### config.mk
export PLATFORM = sky130hd
export DESIGN_NAME = rob_tid_alloc_flat
export DESIGN_NICKNAME = d
export VERILOG_FILES = /design/src/rtl/rob_tid_alloc_if.sv /design/src/rtl/rob_tid_alloc.sv /design/src/flat_wrapper.sv
export SDC_FILE = /design/constraint.sdc
export NUM_CORES = 1
export LEC_CHECK = 0
export CORE_MARGIN = 8
export CORE_UTILIZATION = 46
export DETAILED_ROUTE_END_ITERATION = 8
export PLACE_DENSITY_LB_ADDON = 0.08
export SYNTH_ARGS = -nofsm -noshare
export SYNTH_HDL_FRONTEND = slang
export SYNTH_SLANG_ARGS = --single-unit
### constraint.sdc
create_clock -name clk -period 2.95 [get_ports clk]
set_input_delay 0.59 -clock clk [delete_from_list [all_inputs] [get_ports clk]]
set_output_delay 0.59 -clock clk [all_outputs]
set_load 0.1 [all_outputs]
### src/rtl/rob_tid_alloc_if.sv
// Request, tagged-request and retire signals of the ROB tID allocator.
interface rob_tid_alloc_if #(
  parameter int unsigned ADDR_WIDTH = 32,
  parameter int unsigned ID_WIDTH   = 4,
  parameter int unsigned TID_WIDTH  = 4
);
  logic                  arvalid_i;
  logic                  arready_o;
  logic [ID_WIDTH-1:0]   arid_i;
  logic [ADDR_WIDTH-1:0] araddr_i;
  logic                  req_valid_o;
  logic                  req_ready_i;
  logic [TID_WIDTH-1:0]  req_tid_o;
  logic [ADDR_WIDTH-1:0] req_addr_o;
  logic                  ret_valid_i;
  logic [TID_WIDTH-1:0]  ret_tid_i;
  logic                  ret_id_valid_o;
  logic [ID_WIDTH-1:0]   ret_id_o;
  logic [TID_WIDTH:0]    outstanding_o;

  modport slave (
    input  arvalid_i, arid_i, araddr_i, req_ready_i, ret_valid_i, ret_tid_i,
    output arready_o, req_valid_o, req_tid_o, req_addr_o, ret_id_valid_o, ret_id_o,
           outstanding_o
  );

  modport master (
    output arvalid_i, arid_i, araddr_i, req_ready_i, ret_valid_i, ret_tid_i,
    input  arready_o, req_valid_o, req_tid_o, req_addr_o, ret_id_valid_o, ret_id_o,
           outstanding_o
  );
endinterface

### src/rtl/rob_tid_alloc.sv
// Stamps AXI read requests with sequential tIDs and returns the stored AXI ID on retire.
// Optional retire-order checker (err_o) enabled by defining ROB_ORDER_CHECK_EN.
module rob_tid_alloc #(
  parameter int unsigned ADDR_WIDTH = 32,
  parameter int unsigned ID_WIDTH   = 4,
  parameter int unsigned TID_WIDTH  = 4
) (
  input  logic           clk,
  input  logic           rst,
`ifdef ROB_ORDER_CHECK_EN
  output logic           err_o,
`endif
  rob_tid_alloc_if.slave bus
);

  localparam int unsigned DEPTH = 2 ** TID_WIDTH;
  localparam int unsigned CNT_W = TID_WIDTH + 1;

  typedef enum logic {S_IDLE, S_VAL} state_t;

  state_t                state;
  logic                  req_valid;
  logic [TID_WIDTH-1:0]  req_tid;
  logic [ADDR_WIDTH-1:0] req_addr;
  logic [TID_WIDTH-1:0]  next_tid;
  logic [CNT_W-1:0]      outstanding;
  logic                  ret_id_valid;
  logic [ID_WIDTH-1:0]   ret_id;
  logic [ID_WIDTH-1:0]   id_table [DEPTH];

  logic arready;
  logic accept;
  logic ret_ok;

  // Fullness uses only the registered count, so a retire frees a slot one cycle later.
  assign arready = !rst && (outstanding < CNT_W'(DEPTH)) &&
                   ((state == S_IDLE) || bus.req_ready_i);
  assign accept  = bus.arvalid_i && arready;
  assign ret_ok  = bus.ret_valid_i && (outstanding != '0);

  always_ff @(posedge clk) begin
    if (rst) begin
      state        <= S_IDLE;
      req_valid    <= 1'b0;
      req_tid      <= '0;
      req_addr     <= '0;
      next_tid     <= TID_WIDTH'(1);
      outstanding  <= '0;
      ret_id_valid <= 1'b0;
      ret_id       <= '0;
    end else begin
      case (state)
        S_IDLE: begin
          if (accept) begin
            state     <= S_VAL;
            req_valid <= 1'b1;
          end
        end
        S_VAL: begin
          if (bus.req_ready_i && !accept) begin
            state     <= S_IDLE;
            req_valid <= 1'b0;
          end
        end
        default: begin
          state     <= S_IDLE;
          req_valid <= 1'b0;
        end
      endcase

      if (accept) begin
        req_tid  <= next_tid;
        req_addr <= bus.araddr_i;
        next_tid <= next_tid + TID_WIDTH'(1);
      end

      case ({accept, ret_ok})
        2'b10:   outstanding <= outstanding + CNT_W'(1);
        2'b01:   outstanding <= outstanding - CNT_W'(1);
        default: outstanding <= outstanding;
      endcase

      ret_id_valid <= ret_ok;
      if (ret_ok) begin
        ret_id <= id_table[bus.ret_tid_i];
      end
    end
  end

  // Table contents are don't-care after reset; no reset on the storage.
  always_ff @(posedge clk) begin
    if (accept) begin
      id_table[next_tid] <= bus.arid_i;
    end
  end

`ifdef ROB_ORDER_CHECK_EN
  logic [TID_WIDTH-1:0] retire_tid;

  // Sticky flag for out-of-order retires or retires with nothing outstanding.
  always_ff @(posedge clk) begin
    if (rst) begin
      retire_tid <= TID_WIDTH'(1);
      err_o      <= 1'b0;
    end else begin
      if (bus.ret_valid_i && ((bus.ret_tid_i != retire_tid) || (outstanding == '0))) begin
        err_o <= 1'b1;
      end
      if (ret_ok) begin
        retire_tid <= retire_tid + TID_WIDTH'(1);
      end
    end
  end
`endif

  assign bus.arready_o      = arready;
  assign bus.req_valid_o    = req_valid;
  assign bus.req_tid_o      = req_tid;
  assign bus.req_addr_o     = req_addr;
  assign bus.ret_id_valid_o = ret_id_valid;
  assign bus.ret_id_o       = ret_id;
  assign bus.outstanding_o  = outstanding;

endmodule

### src/flat_wrapper.sv
// flat-port wrapper written by rule: the top's interface ports become plain ports
module rob_tid_alloc_flat 
#(
  parameter int unsigned ADDR_WIDTH = 32,
  parameter int unsigned ID_WIDTH   = 4,
  parameter int unsigned TID_WIDTH  = 4
)
  (clk, rst, bus_arvalid_i, bus_arid_i, bus_araddr_i, bus_req_ready_i, bus_ret_valid_i, bus_ret_tid_i, bus_arready_o, bus_req_valid_o, bus_req_tid_o, bus_req_addr_o, bus_ret_id_valid_o, bus_ret_id_o, bus_outstanding_o);
  rob_tid_alloc_if #(.ADDR_WIDTH(ADDR_WIDTH), .ID_WIDTH(ID_WIDTH), .TID_WIDTH(TID_WIDTH)) bus_i ();
  input  logic clk;
  input  logic rst;
  input wire logic [$bits(bus_i.arvalid_i)-1:0] bus_arvalid_i;
  input wire logic [$bits(bus_i.arid_i)-1:0] bus_arid_i;
  input wire logic [$bits(bus_i.araddr_i)-1:0] bus_araddr_i;
  input wire logic [$bits(bus_i.req_ready_i)-1:0] bus_req_ready_i;
  input wire logic [$bits(bus_i.ret_valid_i)-1:0] bus_ret_valid_i;
  input wire logic [$bits(bus_i.ret_tid_i)-1:0] bus_ret_tid_i;
  output wire logic [$bits(bus_i.arready_o)-1:0] bus_arready_o;
  output wire logic [$bits(bus_i.req_valid_o)-1:0] bus_req_valid_o;
  output wire logic [$bits(bus_i.req_tid_o)-1:0] bus_req_tid_o;
  output wire logic [$bits(bus_i.req_addr_o)-1:0] bus_req_addr_o;
  output wire logic [$bits(bus_i.ret_id_valid_o)-1:0] bus_ret_id_valid_o;
  output wire logic [$bits(bus_i.ret_id_o)-1:0] bus_ret_id_o;
  output wire logic [$bits(bus_i.outstanding_o)-1:0] bus_outstanding_o;
  assign bus_i.arvalid_i = bus_arvalid_i;
  assign bus_i.arid_i = bus_arid_i;
  assign bus_i.araddr_i = bus_araddr_i;
  assign bus_i.req_ready_i = bus_req_ready_i;
  assign bus_i.ret_valid_i = bus_ret_valid_i;
  assign bus_i.ret_tid_i = bus_ret_tid_i;
  assign bus_arready_o = bus_i.arready_o;
  assign bus_req_valid_o = bus_i.req_valid_o;
  assign bus_req_tid_o = bus_i.req_tid_o;
  assign bus_req_addr_o = bus_i.req_addr_o;
  assign bus_ret_id_valid_o = bus_i.ret_id_valid_o;
  assign bus_ret_id_o = bus_i.ret_id_o;
  assign bus_outstanding_o = bus_i.outstanding_o;
  rob_tid_alloc #(.ADDR_WIDTH(ADDR_WIDTH), .ID_WIDTH(ID_WIDTH), .TID_WIDTH(TID_WIDTH)) u_core (.clk(clk), .rst(rst), .bus(bus_i));
endmodule
==> key figures, run 1 <==
Hold path
  • Worst Hold Class: reg -> reg
  • Sink of the worst hold path: u_core.bus.req_tid_o[0]$_SDFFE_PP0P_
  • Hold_sp: u_core.bus.req_tid_o[0]$_SDFFE_PP0P_
  • Hold path cells: 2

Worst setup path
  • Critical path endpoint category: register
  • Arrival time at the worst endpoint: 3.09 ns
  • CP startpoint kind: register
  • Launch point of the worst reg-to-reg path: u_core.bus.outstanding_o[0]$_SDFFE_PP0P_
  • Worst reg2reg path depth: 9
  • Crit Path Class: reg -> reg
  • Worst-path fanout max: 6
  • Worst flop-to-flop path endpoint: u_core.bus.outstanding_o[4]$_SDFFE_PP0P_
  • Worst endpoint required time: 3.35 ns
  • Reg2Reg Setup Slack: ~0.26 ns

Floorplanning
  • Die boundary height: 117.3 um
  • Die W: approximately 120 um
  • Die ar.: about 14000 um^2
  • I/O pin count: 93
  • Area of the core: around 10000 um^2
  • Starting density of the core: 0.4656
  • Row cnt: 37

Route
  • Via/cell ratio: 5.104
  • DR vias: roughly 3300
  • Final wirelength: 10360 um
  • Routed Antenna Nets: 0
  • Drt initial violations: 140
  • Routed len/inst: roughly 16 um
  • Drt first pass iters: 4
  • # DRC: 0

Synth
  • Syn Inst Count: a little under 400
  • EDFF count, synth: 64
  • Sequential area share after synthesis: 0.6276
  • Async set-reset flop share out of synthesis: 0
  • Ys Warns: 0
  • Net Count, Synth: 443
  • Ys flop type: edfxtp_1
  • Syn Area/Cell: ~12 um^2
  • Post-Syn Area: ~4700 um^2
  • Synthesized flop and latch total: 116
  • Cell variety after synth: 45

Clocking
  • TritonCTS Sinks: 116
  • Post-CTS Setup Inserts: 0
  • H-Tree Depth: 4
  • CTS tree: yes
  • Clock latency on the worst-skew pair: 0.49 ns
  • Deepest clock path buffer count: 2
  • Post-cts resize count: 0
  • Clock Root Buffer: clkbuf_8
  • Clk pin slew, worst setup/hold paths: approximately 0.06 ns
  • Hold buffers post-CTS: 0
  • TritonCTS Buffers: 17

STA
  • RSZ-0062 raised after global routing: false
  • Final setup viols: 0
  • Slew HR: 0.6120
  • Fin. Hold Viols: 0
  • Fin Hold WS: approximately 0.46 ns
  • Tcrit/Tclk final: 0.9121
  • Slew Limit Fails: 0
  • Fin Clk Skew: about 0.011 ns
  • Slew @ Worst Pin: approximately 0.58 ns
  • Minimum clock period: 2.691 ns
  • TNS Setup: 0 ns
  • Fmax: 371.7 MHz

Global routing
  • All-Layer GR Usage: 0.1526
  • First-pass GRT wire length: between 15000 and 20000 um
  • Initial antenna violation count: 0
  • Largest net degree at the start of global routing: 57
  • Total grt overflow: 0
  • Vias in the first global route: around 3400

Cells and area
  • Layout Cells excl Fill: ~650
  • Synth-to-layout area growth: 34.35%
  • Multi-input logic area: ~1600 um^2
  • Fill cells: 812
  • Fraction of layout cells with a size suffix above 1: 0.2235
  • Final net count: between 500 and 600
  • Reg area: slightly below 3000 um^2
  • Antenna diode count: 0

Place
  • # port buffers: 92
  • Placed cell count: between 600 and 700
  • HPWL Detailed: a little over 7000 um
  • RD Place Congestion: 0.8058

Power and ir drop
  • Max VDD drop: 0.6914 mV
  • Pwr per Cell Area: 917.0 nW/um^2
  • Tot Pwr: between 5 and 6 mW
  • Static leakage: approximately 2.5 nW

Run
  • Max-cap violations: 0

Outcome
  • Status: complete, no violations
## stage by stage
step,instance area [um^2],worst slack [ns],util
3_3_place_gp,5739,0.02525,0.5661
3_5_place_dp,5739,-0.008959,0.5661
6_report,6342,0.2594,0.6256
2_1_floorplan,4747,0.007488,-
4_1_cts,6327,0.1091,0.6241
5_1_grt,6342,0.1343,0.6256
## cells in the final DEF (no fill, tap or decap), types with 3 or more instances in the layout
cell,instances
o21ai_0,4
clkdlybuf4s50_1,44
a21oi_1,6
a22o_1,4
clkinv_2,4
clkbuf_16,16
dfxtp_1,47
mux4_2,5
nand2_1,82
clkbuf_1,3
ha_1,6
nand3b_1,35
o22ai_1,9
nand2b_1,5
buf_4,67
edfxtp_1,64
xor2_1,4
dfxtp_2,3
or3_1,4
nor3_1,9
nor2_1,23
bufinv_16,4
mux2i_1,17
mux4_1,3
## worst max-delay path: stages (launching register included)
cell,delay [ns]
dfxtp_2,0.35
or4_4,0.55
o21ai_4,0.16
inv_2,0.09
ha_2,0.22
ha_1,0.33
a31oi_1,0.18
o2bb2ai_1,0.10
or4b_1,0.51
o2111ai_1,0.10
## logic make-up (layout without fill, tap and decap cells)
family	count (synthesis)	in the layout	share of synthesized area
AO/OA/AOI/OAI	36	36	0.05328
XOR/XNOR	4	4	0.007420
adder cells (fa/ha/maj)	8	8	0.02120
buffers and inverters	28	148	0.02783
flip-flops	116	116	0.6276
multiplexers	25	25	0.07660
AND/OR/NAND/NOR	173	173	0.1861
## Yosys cell counts (2+ instances only)
master / count / area [um^2]
or3_1: 4 / 25.02
xor2_1: 4 / 35.03
mux4_2: 5 / 112.6
a21o_1: 2 / 15.01
nand2b_1: 5 / 31.28
a22o_1: 4 / 35.03
a31oi_1: 2 / 12.51
buf_6: 2 / 22.52
and2_1: 2 / 12.51
nor3_1: 9 / 45.04
edfxtp_1: 64 / 1922
nand2_1: 82 / 307.8
nor4_2: 2 / 25.02
dfxtp_1: 52 / 1041
nor4_1: 2 / 12.51
o21ai_0: 4 / 20.02
inv_1: 3 / 11.26
o22ai_1: 9 / 56.30
nand3b_1: 35 / 262.8
mux2i_1: 17 / 170.2
clkbuf_1: 13 / 48.80
buf_2: 9 / 45.04
a21oi_1: 6 / 30.03
nor2_1: 23 / 86.33
ha_1: 8 / 100.1
mux4_1: 3 / 78.83
## flip-flops by register name, indices dropped and copies added, names as in the netlist
name                       count
u_core.bus.outstanding_o       5
u_core.bus.req_addr_o         32
u_core.bus.req_tid_o           4
u_core.bus.req_valid_o         1
u_core.bus.ret_id_o            4
u_core.bus.ret_id_valid_o      1
u_core.id_table               64
u_core.next_tid                4
u_core.state                   1
## metal layers
| layer | GRT usage | part of all wire | up-vias |
|---|---|---|---|
| li1 | - | - | 1615 |
| met1 | 0.1872 | 0.45 | 1565 |
| met2 | 0.2347 | 0.46 | 107 |
| met3 | 0.06187 | 0.077 | 10 |
| met4 | 0.06002 | 0.014 | 0 |
| met5 | 0 | 0 | - |
## report_power, final
group | leakage, nW | switching [mW] | internal (mW)
clock network | 0.284 | 0.683 | 1.36
registers | 1.01 | 0.113 | 1.86
logic | 1.25 | 1.30 | 0.509
total | 2.54 | 2.09 | 3.72
## final cells by class
cell class	instances	area share
Inverter	4	0.002367
Tap cell	136	0.02683
Timing Repair Buffer	112	0.1519
Clock buffer	20	0.06707
Multi-Input combinational cell	246	0.2572
Clock inverter	12	0.02565
Sequential cell	116	0.4689
## how the worst max path moves through the flow
stage / end / start / slack [ns] / cells after the start
after floorplan: u_core.bus.outstanding_o[4]$_SDFFE_PP0P_ / u_core.bus.outstanding_o[1]$_SDFFE_PP0P_ / 0.007 / 12
after CTS: u_core.bus.outstanding_o[4]$_SDFFE_PP0P_ / u_core.bus.outstanding_o[0]$_SDFFE_PP0P_ / 0.11 / 9
after detailed placement: u_core.bus.outstanding_o[4]$_SDFFE_PP0P_ / bus_req_ready_i / -0.009 / 10
final: u_core.bus.outstanding_o[4]$_SDFFE_PP0P_ / u_core.bus.outstanding_o[0]$_SDFFE_PP0P_ / 0.26 / 9
after global routing: u_core.bus.outstanding_o[4]$_SDFFE_PP0P_ / u_core.bus.outstanding_o[0]$_SDFFE_PP0P_ / 0.13 / 9
after global placement: u_core.bus.outstanding_o[4]$_SDFFE_PP0P_ / bus_req_ready_i / 0.03 / 10
(Power assumes the default switching activity.)
==> run 2: changes to the inputs <==
--- a/config.mk
+++ b/config.mk
@@ -5,8 +5,9 @@
 export SDC_FILE = /design/constraint.sdc
 export NUM_CORES = 1
 export LEC_CHECK = 0
+export ABC_AREA = 1
 export CORE_MARGIN = 8
-export CORE_UTILIZATION = 46
+export CORE_UTILIZATION = 47
 export DETAILED_ROUTE_END_ITERATION = 8
 export PLACE_DENSITY_LB_ADDON = 0.08
 export SYNTH_ARGS = -nofsm -noshare
==> run 2 against run 1 <==
Effect of this change:
- die area increased by 0.72%
- via count grew 16%
- non-clock buffer count shrank 12
- fmax rose by 23%
- critical endpoint is now bus_arready_o
- largest power group is now combinational cells
==> key figures, run 2 <==
Global routing
  • All-Layer GR Usage: 0.1702 (+0.01765)
  • First-pass GRT wire length: 18900 um (+11%)
  • Initial antenna violation count: 0 (unchanged)
  • Largest net degree at the start of global routing: 40 (-30%)
  • Vias in the first global route: 3921 (+15%)
  • Total grt overflow: 0 (unchanged)

Synth
  • Async set-reset flop share out of synthesis: 0 (unchanged)
  • Synth top area share: 0.3952 (-0.01194)
  • EDFF count, synth: 64 (unchanged)
  • Sequential area share after synthesis: 0.6092 (-0.01841)
  • Ys flop type: edfxtp_1
  • Most numerous cell in the Yosys netlist: nand2_1
  • Post-Syn Area: 4863 um^2 (+3.0%)
  • Syn Area/Cell: 8.924 um^2 (-26%)
  • Synthesized flop and latch total: 116 (unchanged)
  • Syn Inst Count: 545 (+40%)
  • Synth area leaders: edfxtp_1 (40%), dfxtp_1 (21%), nand2_1 (15%)
  • Ys Warns: 0 (unchanged)
  • Post-synth top area cell: edfxtp_1
  • Ranking of synthesized cells by instance count: nand2_1 (189), nand3_1 (85), edfxtp_1 (64)
  • Net Count, Synth: 598 (+35%)
  • Cell variety after synth: 28 (-38%)

Clocking
  • Clock Root Buffer: clkbuf_8
  • H-Tree Depth: 4 (unchanged)
  • Post-CTS Setup Inserts: 0 (unchanged)
  • Clk pin slew, worst setup/hold paths: 0.05 ns (about the same)
  • Clock latency on the worst-skew pair: 0.50 ns (about the same)
  • Deepest clock path buffer count: 2 (unchanged)
  • CTS tree: yes
  • Post-cts resize count: 0 (unchanged)
  • Hold buffers post-CTS: 0 (unchanged)
  • TritonCTS Sinks: 116 (unchanged)
  • TritonCTS Buffers: 17 (unchanged)

Worst setup path
  • Largest stage delay, worst path: 0.50 ns (-0.05 ns)
  • Critical path's top delay family: buffers and inverters
  • Worst-path cell chain: clkdlybuf4s50_1 > nor2_2 > nor3_4 > buf_12
  • Worst reg2reg path depth: 15 (+6)
  • Worst endpoint required time: 2.36 ns (-0.99 ns)
  • Arrival time at the worst endpoint: 1.60 ns (-1.49 ns)
  • Worst-path fanout max: 2 (-4)
  • Critical-path top delay cell: clkdlybuf4s50_1
  • WP buf/inv: 2 (+1)
  • Worst flop-to-flop path endpoint: u_core.bus.outstanding_o[4]$_SDFFE_PP0P_
  • CP startpoint kind: input port
  • Launch point of the worst reg-to-reg path: u_core.bus.outstanding_o[1]$_SDFFE_PP0P_
  • Critical path endpoint category: output port
  • Crit Path Class: in -> out
  • Reg2Reg Setup Slack: 0.96 ns (+0.70 ns)

Floorplanning
  • Die boundary height: 117.7 um (+0.36%)
  • Starting density of the core: 0.4775 (+0.01189)
  • Die ar.: 13860 um^2 (+0.72%)
  • Row cnt: 37 (unchanged)
  • Die W: 117.7 um (+0.36%)
  • I/O pin count: 93 (unchanged)
  • Area of the core: 10180 um^2 (+0.46%)

STA
  • Fin. Hold Viols: 0 (unchanged)
  • Slew HR: 0.5416 (-0.07044)
  • TNS Setup: 0 ns (unchanged)
  • Slew @ Worst Pin: 0.6855 ns (+0.1053 ns)
  • Slew Limit Fails: 0 (unchanged)
  • Minimum clock period: 2.185 ns (-0.5053 ns)
  • Fin Clk Skew: 0.01410 ns (+0.003232 ns)
  • Final setup viols: 0 (unchanged)
  • Fin Hold WS: 0.4615 ns (+0.003307 ns)
  • RSZ-0062 raised after global routing: false
  • Fmax: 457.6 MHz (+23%)
  • Tcrit/Tclk final: 0.7408 (-0.1713)

Hold path
  • Sink of the worst hold path: u_core.bus.req_addr_o[5]$_SDFFE_PP0P_
  • Worst Hold Class: reg -> reg
  • Hold_sp: u_core.bus.req_addr_o[5]$_SDFFE_PP0P_
  • Hold path cells: 2 (unchanged)

Power and ir drop
  • Static leakage: 2.936 nW (+15%)
  • Pwr per Cell Area: 966.1 nW/um^2 (+5.4%)
  • Max VDD drop: 0.5754 mV (-17%)

Route
  • # DRC: 0 (unchanged)
  • Routed len/inst: 14.48 um (-9.8%)
  • Via/cell ratio: 4.852 (-4.9%)
  • Routed Antenna Nets: 0 (unchanged)
  • DR vias: 3828 (+16%)
  • Drt initial violations: 196 (+40%)
  • Drt first pass iters: 5 (+1)
  • Final wirelength: 11420 um (+10%)

Cells and area
  • Antenna diode count: 0 (unchanged)
  • Most frequent cells in the layout: nand2_1 (189), nand3_1 (85), edfxtp_1 (64)
  • Largest register FFs: 64 (unchanged)
  • Final instance area: 6417 um^2 (+1.2%)
  • Commonest non-fill, non-tap cell in the layout: nand2_1
  • Top reg by flops: u_core.id_table
  • Synth-to-layout area growth: 31.95%
  • Fraction of layout cells with a size suffix above 1: 0.1485 (-0.07498)
  • Final core utilization: 0.6301 (+0.004527)
  • Fill cells: 863 (+6.3%)
  • Final net count: 693 (+26%)

Place
  • RD Place Congestion: 0.8769 (+8.8%)
  • # port buffers: 92 (unchanged)
  • Area after DPL: 5796 um^2 (+0.98%)
  • HPWL Detailed: 7924 um (+12%)

Outcome
  • Status: complete, no violations

Run
  • Max-cap violations: 0 (unchanged)
## run 2: cell types whose count changed after synthesis, sizes merged, moves of 13 or more
cell,before,now
nand2,82,193
nand3,1,85
inv,4,57
nand3b,35,1
mux2i,17,0
nor2,23,36
## run 2: how the worst max path moves through the flow
stage | from | endpoint | slack, ns | depth (start not counted)
final | bus_req_ready_i | bus_arready_o | 0.76 | 4
after global routing | bus_req_ready_i | u_core.bus.outstanding_o[4]$_SDFFE_PP0P_ | 0.63 | 15
after CTS | bus_req_ready_i | bus_arready_o | 0.76 | 4
after detailed placement | bus_req_ready_i | u_core.bus.outstanding_o[4]$_SDFFE_PP0P_ | 0.27 | 15
after global placement | bus_req_ready_i | u_core.bus.outstanding_o[4]$_SDFFE_PP0P_ | 0.35 | 15
after floorplan | rst | u_core.bus.outstanding_o[4]$_SDFFE_PP0P_ | 0.02 | 14
## run 2: worst reg2reg max path, cell delays in order (launching register included)
cell and delay [ns]:
dfxtp_1 0.37, nor2_1 0.12, nand3_1 0.08, nand2_1 0.08, clkinv_1 0.10, ha_2 0.24
xor2_1 0.19, ha_1 0.17, inv_1 0.04, nand2_1 0.10, nand3_1 0.10, nand2_1 0.07
nand2_1 0.04, nand2_1 0.06, nand2_1 0.04, a21oi_1 0.12
## run 2: kinds of logic (layout without fill, tap and decap cells)
group,count (synthesis),in the layout,synth area share
compound gates,17,17,0.01981
xor+xnor,4,4,0.007205
fa+ha+maj,8,8,0.02058
buf+inv,82,190,0.06843
flops,116,116,0.6092
simple gates,318,318,0.2748
## run 2: final cells by class
cell class                      count  area (um^2)  area share
Tap cell                          136        170.2     0.02652
Clock inverter                      5        56.30    0.008774
Clock buffer                       27        565.5     0.08813
Sequential cell                   116         2964      0.4619
Multi-Input combinational cell    347         1570      0.2447
Timing Repair Buffer              100        873.3      0.1361
Inverter                           58        217.7     0.03392
## run 2: per-layer routing
metal  wire, um  track usage  share of wire
met3        916      0.08010          0.080
met5          0            0              0
met4        123      0.04644          0.011
met2       5570       0.2905           0.49
met1       4811       0.1860           0.42
## run 2: power by group
group | total, mW | internal, mW | switching, mW
Combinational | 2.13 | 0.510 | 1.62
Sequential | 2.00 | 1.88 | 0.126
Clock | 2.06 | 1.38 | 0.684
Total | 6.20 | 3.77 | 2.43
## run 2: stage by stage
stage,power (mW),std cells,setup slack (ns)
floorplan,3.668,545,0.01791
global placement,4.160,757,0.3494
detailed placement,4.181,757,0.2686
CTS,6.240,789,0.7599
global route,6.474,789,0.6264
finish,6.200,789,0.7647
==> run 3: changes to the inputs <==
--- a/config.mk
+++ b/config.mk
@@ -7,7 +7,7 @@
 export LEC_CHECK = 0
 export ABC_AREA = 1
 export CORE_MARGIN = 8
-export CORE_UTILIZATION = 47
+export CORE_UTILIZATION = 52
 export DETAILED_ROUTE_END_ITERATION = 8
 export PLACE_DENSITY_LB_ADDON = 0.08
 export SYNTH_ARGS = -nofsm -noshare
==> constraint.sdc (replaced) <==
create_clock -name clk -period 2.1 [get_ports clk]
set_input_delay 0.42 -clock clk [delete_from_list [all_inputs] [get_ports clk]]
set_output_delay 0.42 -clock clk [all_outputs]
set_load 0.1 [all_outputs]
==> run 3 against run 2 <==
Effect of this change:
- die area shrank 8.3%
- register-to-register slack lost 0.71 ns
- cell area grew 3.5%
- highest routed layer unchanged
- critical path type unchanged
- wire length grew 3.7%
- non-clock buffer count grew 11
- worst hold slack lost 0.017 ns
- count of clock-buffer cells in the layout shrank 9
==> key figures, run 3 (synthesized netlist as in run 2, its figures left out) <==
Clocking
  • TritonCTS Buffers: 17 (unchanged)
  • TritonCTS Sinks: 116 (unchanged)
  • Clock Root Buffer: clkbuf_8
  • Hold buffers post-CTS: 0 (unchanged)
  • H-Tree Depth: 4 (unchanged)
  • Deepest clock path buffer count: 2 (unchanged)
  • CTS tree: yes
  • Clk pin slew, worst setup/hold paths: 0.06 ns (about the same)
  • Clock latency on the worst-skew pair: 0.51 ns (about the same)
  • Post-CTS Setup Inserts: 0 (unchanged)

Worst setup path
  • Worst-path fanout max: 2 (unchanged)
  • Largest stage delay, worst path: 0.49 ns (about the same)
  • Critical path endpoint category: output port
  • Worst-path cell chain: clkdlybuf4s50_1 > nor2_2 > nor3_4 > buf_4 > buf_12
  • Worst endpoint required time: 1.68 ns (-0.68 ns)
  • Arrival time at the worst endpoint: 1.46 ns (-0.14 ns)
  • CP startpoint kind: input port
  • Crit Path Class: in -> out
  • Critical-path top delay cell: clkdlybuf4s50_1

STA
  • Crit path setup slack, layout: 0.2170 ns (-0.5477 ns)
  • Slew @ Worst Pin: 0.7095 ns (+0.02401 ns)
  • Tcrit/Tclk final: 0.8966
  • Fin. Hold Viols: 0 (unchanged)
  • Slew Limit Fails: 0 (unchanged)
  • Minimum clock period: about 1.9 ns
  • Fin Clk Skew: 0.009522 ns (-0.004575 ns)
  • Fmax: 531.1 MHz
  • RSZ-0062 raised after global routing: false
  • Final setup viols: 0 (unchanged)
  • Slew HR: 0.5255 (-0.01606)

Floorplanning
  • Die ar.: 12700 um^2 (-8.3%)
  • Area of the core: 9153 um^2 (-10%)
  • Die W: 112.7 um (-4.3%)
  • Starting density of the core: 0.5314 (+0.05386)
  • Die boundary height: 112.7 um (-4.3%)
  • I/O pin count: 93 (unchanged)
  • Row cnt: 35 (-5.4%)

Cells and area
  • Largest register FFs: 64 (unchanged)
  • Fraction of layout cells with a size suffix above 1: 0.1958 (+0.04724)
  • Commonest non-fill, non-tap cell in the layout: nand2_1
  • Final net count: 704 (+1.6%)
  • Antenna diode count: 0 (unchanged)
  • Top reg by flops: u_core.id_table
  • Most frequent cells in the layout: nand2_1 (188), nand3_1 (85), buf_4 (64), edfxtp_1 (64), inv_1 (55)
  • Synth-to-layout area growth: 36.63%

Power and ir drop
  • Static leakage: 3.003 nW (+2.3%)
  • Max VDD drop: 0.8641 mV (+50%)
  • Tot Pwr: 9.134 mW (+47%)
  • Pwr per Cell Area: 1375 nW/um^2 (+42%)

Place
  • HPWL Detailed: 8108 um (+2.3%)
  • RD Place Congestion: 0.9187 (+4.8%)
  • Pre-CTS setup slack: -0.3004 ns (-0.5691 ns)
  • # port buffers: 92 (unchanged)

Run
  • Max-cap violations: 0 (unchanged)

Global routing
  • Global Route met2 Usage: 0.3260 (+0.03556)
  • Routing usage on met3: 0.08040 (+0.0003088)
  • Top Usage Layer GRT: met2
  • Total grt overflow: 0 (unchanged)
  • Vias in the first global route: 4071 (+3.8%)
  • Initial antenna violation count: 0 (unchanged)
  • Met1 Use GR: 0.2085 (+0.02255)
  • First-pass GRT wire length: 19500 um (+3.2%)
  • All-Layer GR Usage: 0.1953 (+0.02505)
  • Largest net degree at the start of global routing: 40 (unchanged)

Route
  • # DRC: 0 (unchanged)
  • Via/cell ratio: 5.037 (+3.8%)
  • DR vias: 3904 (+2.0%)
  • Routed len/inst: 15.28 um (+5.5%)
  • Final wirelength: 11840 um (+3.7%)
  • Drt initial violations: 217 (+11%)
  • Drt first pass iters: 5 (unchanged)
  • Routed Antenna Nets: 0 (unchanged)

Outcome
  • Status: complete, no violations

Hold path
  • Worst Hold Class: in -> reg
[run 3: critical path: cells and delay by family]
kind | cells | cell delay [ns]
buf+inv | 3 | 0.81
simple gates | 2 | 0.23
[run 3: layout make-up]
| class | count | area (um^2) |
|---|---|---|
| clock buffer | 18 | 417.9 |
| clock inverter | 14 | 226.5 |
| fill | 676 | 2507 |
| inverter | 58 | 217.7 |
| multi-input combinational | 347 | 1697 |
| sequential | 116 | 2967 |
| tap | 111 | 138.9 |
| timing repair buffer | 111 | 980.9 |
[run 3: path summary, 6_finish.rpt]
check             cells past startpoint                                      from                                       end  slack [ns]
setup / recovery                      5                           bus_req_ready_i                             bus_arready_o        0.22
hold / removal                        3                          bus_araddr_i[24]    u_core.bus.req_addr_o[24]$_SDFFE_PP0P_        0.44
setup reg to reg                     15  u_core.bus.outstanding_o[2]$_SDFFE_PP0P_  u_core.bus.outstanding_o[4]$_SDFFE_PP0P_        0.25
hold reg to reg                       2    u_core.bus.req_addr_o[14]$_SDFFE_PP0P_    u_core.bus.req_addr_o[14]$_SDFFE_PP0P_        0.46
[run 3: metal layers]
metal | routed length (um) | up-vias
met5 | 0 | -
met4 | 218 | 0
met3 | 1017 | 22
met2 | 5890 | 133
met1 | 4713 | 1781
li1 | - | 1968
[run 3: timing repair]
action,4_1_cts,5_1_grt
endpoints found under the hold margin,0,0
setup endpoints to repair,0,2
gates resized for setup,0,3
[run 3: where the power goes]
| group | internal, mW | leakage (nW) | switching, mW | total, mW |
|---|---|---|---|---|
| clock | 2.06 | 0.306 | 1.05 | 3.11 |
| sequential | 2.64 | 1.01 | 0.154 | 2.80 |
| combinational | 0.844 | 1.69 | 2.38 | 3.23 |
| total | 5.55 | 3.00 | 3.59 | 9.13 |
[run 3: per-stage QoR]
stage               hold slack [ns]  cells  TNS [ns]    util  instance area [um^2]
finish                       0.4449    775         0  0.7260                  6645
global route                 0.4347    775         0  0.7260                  6645
CTS                          0.4254    775         0  0.7248                  6634
detailed placement           0.4577    743    -8.102  0.6544                  5989
global placement             0.4524    743    -5.736  0.6544                  5989
floorplan                    0.4923    545    -15.25       -                  4995
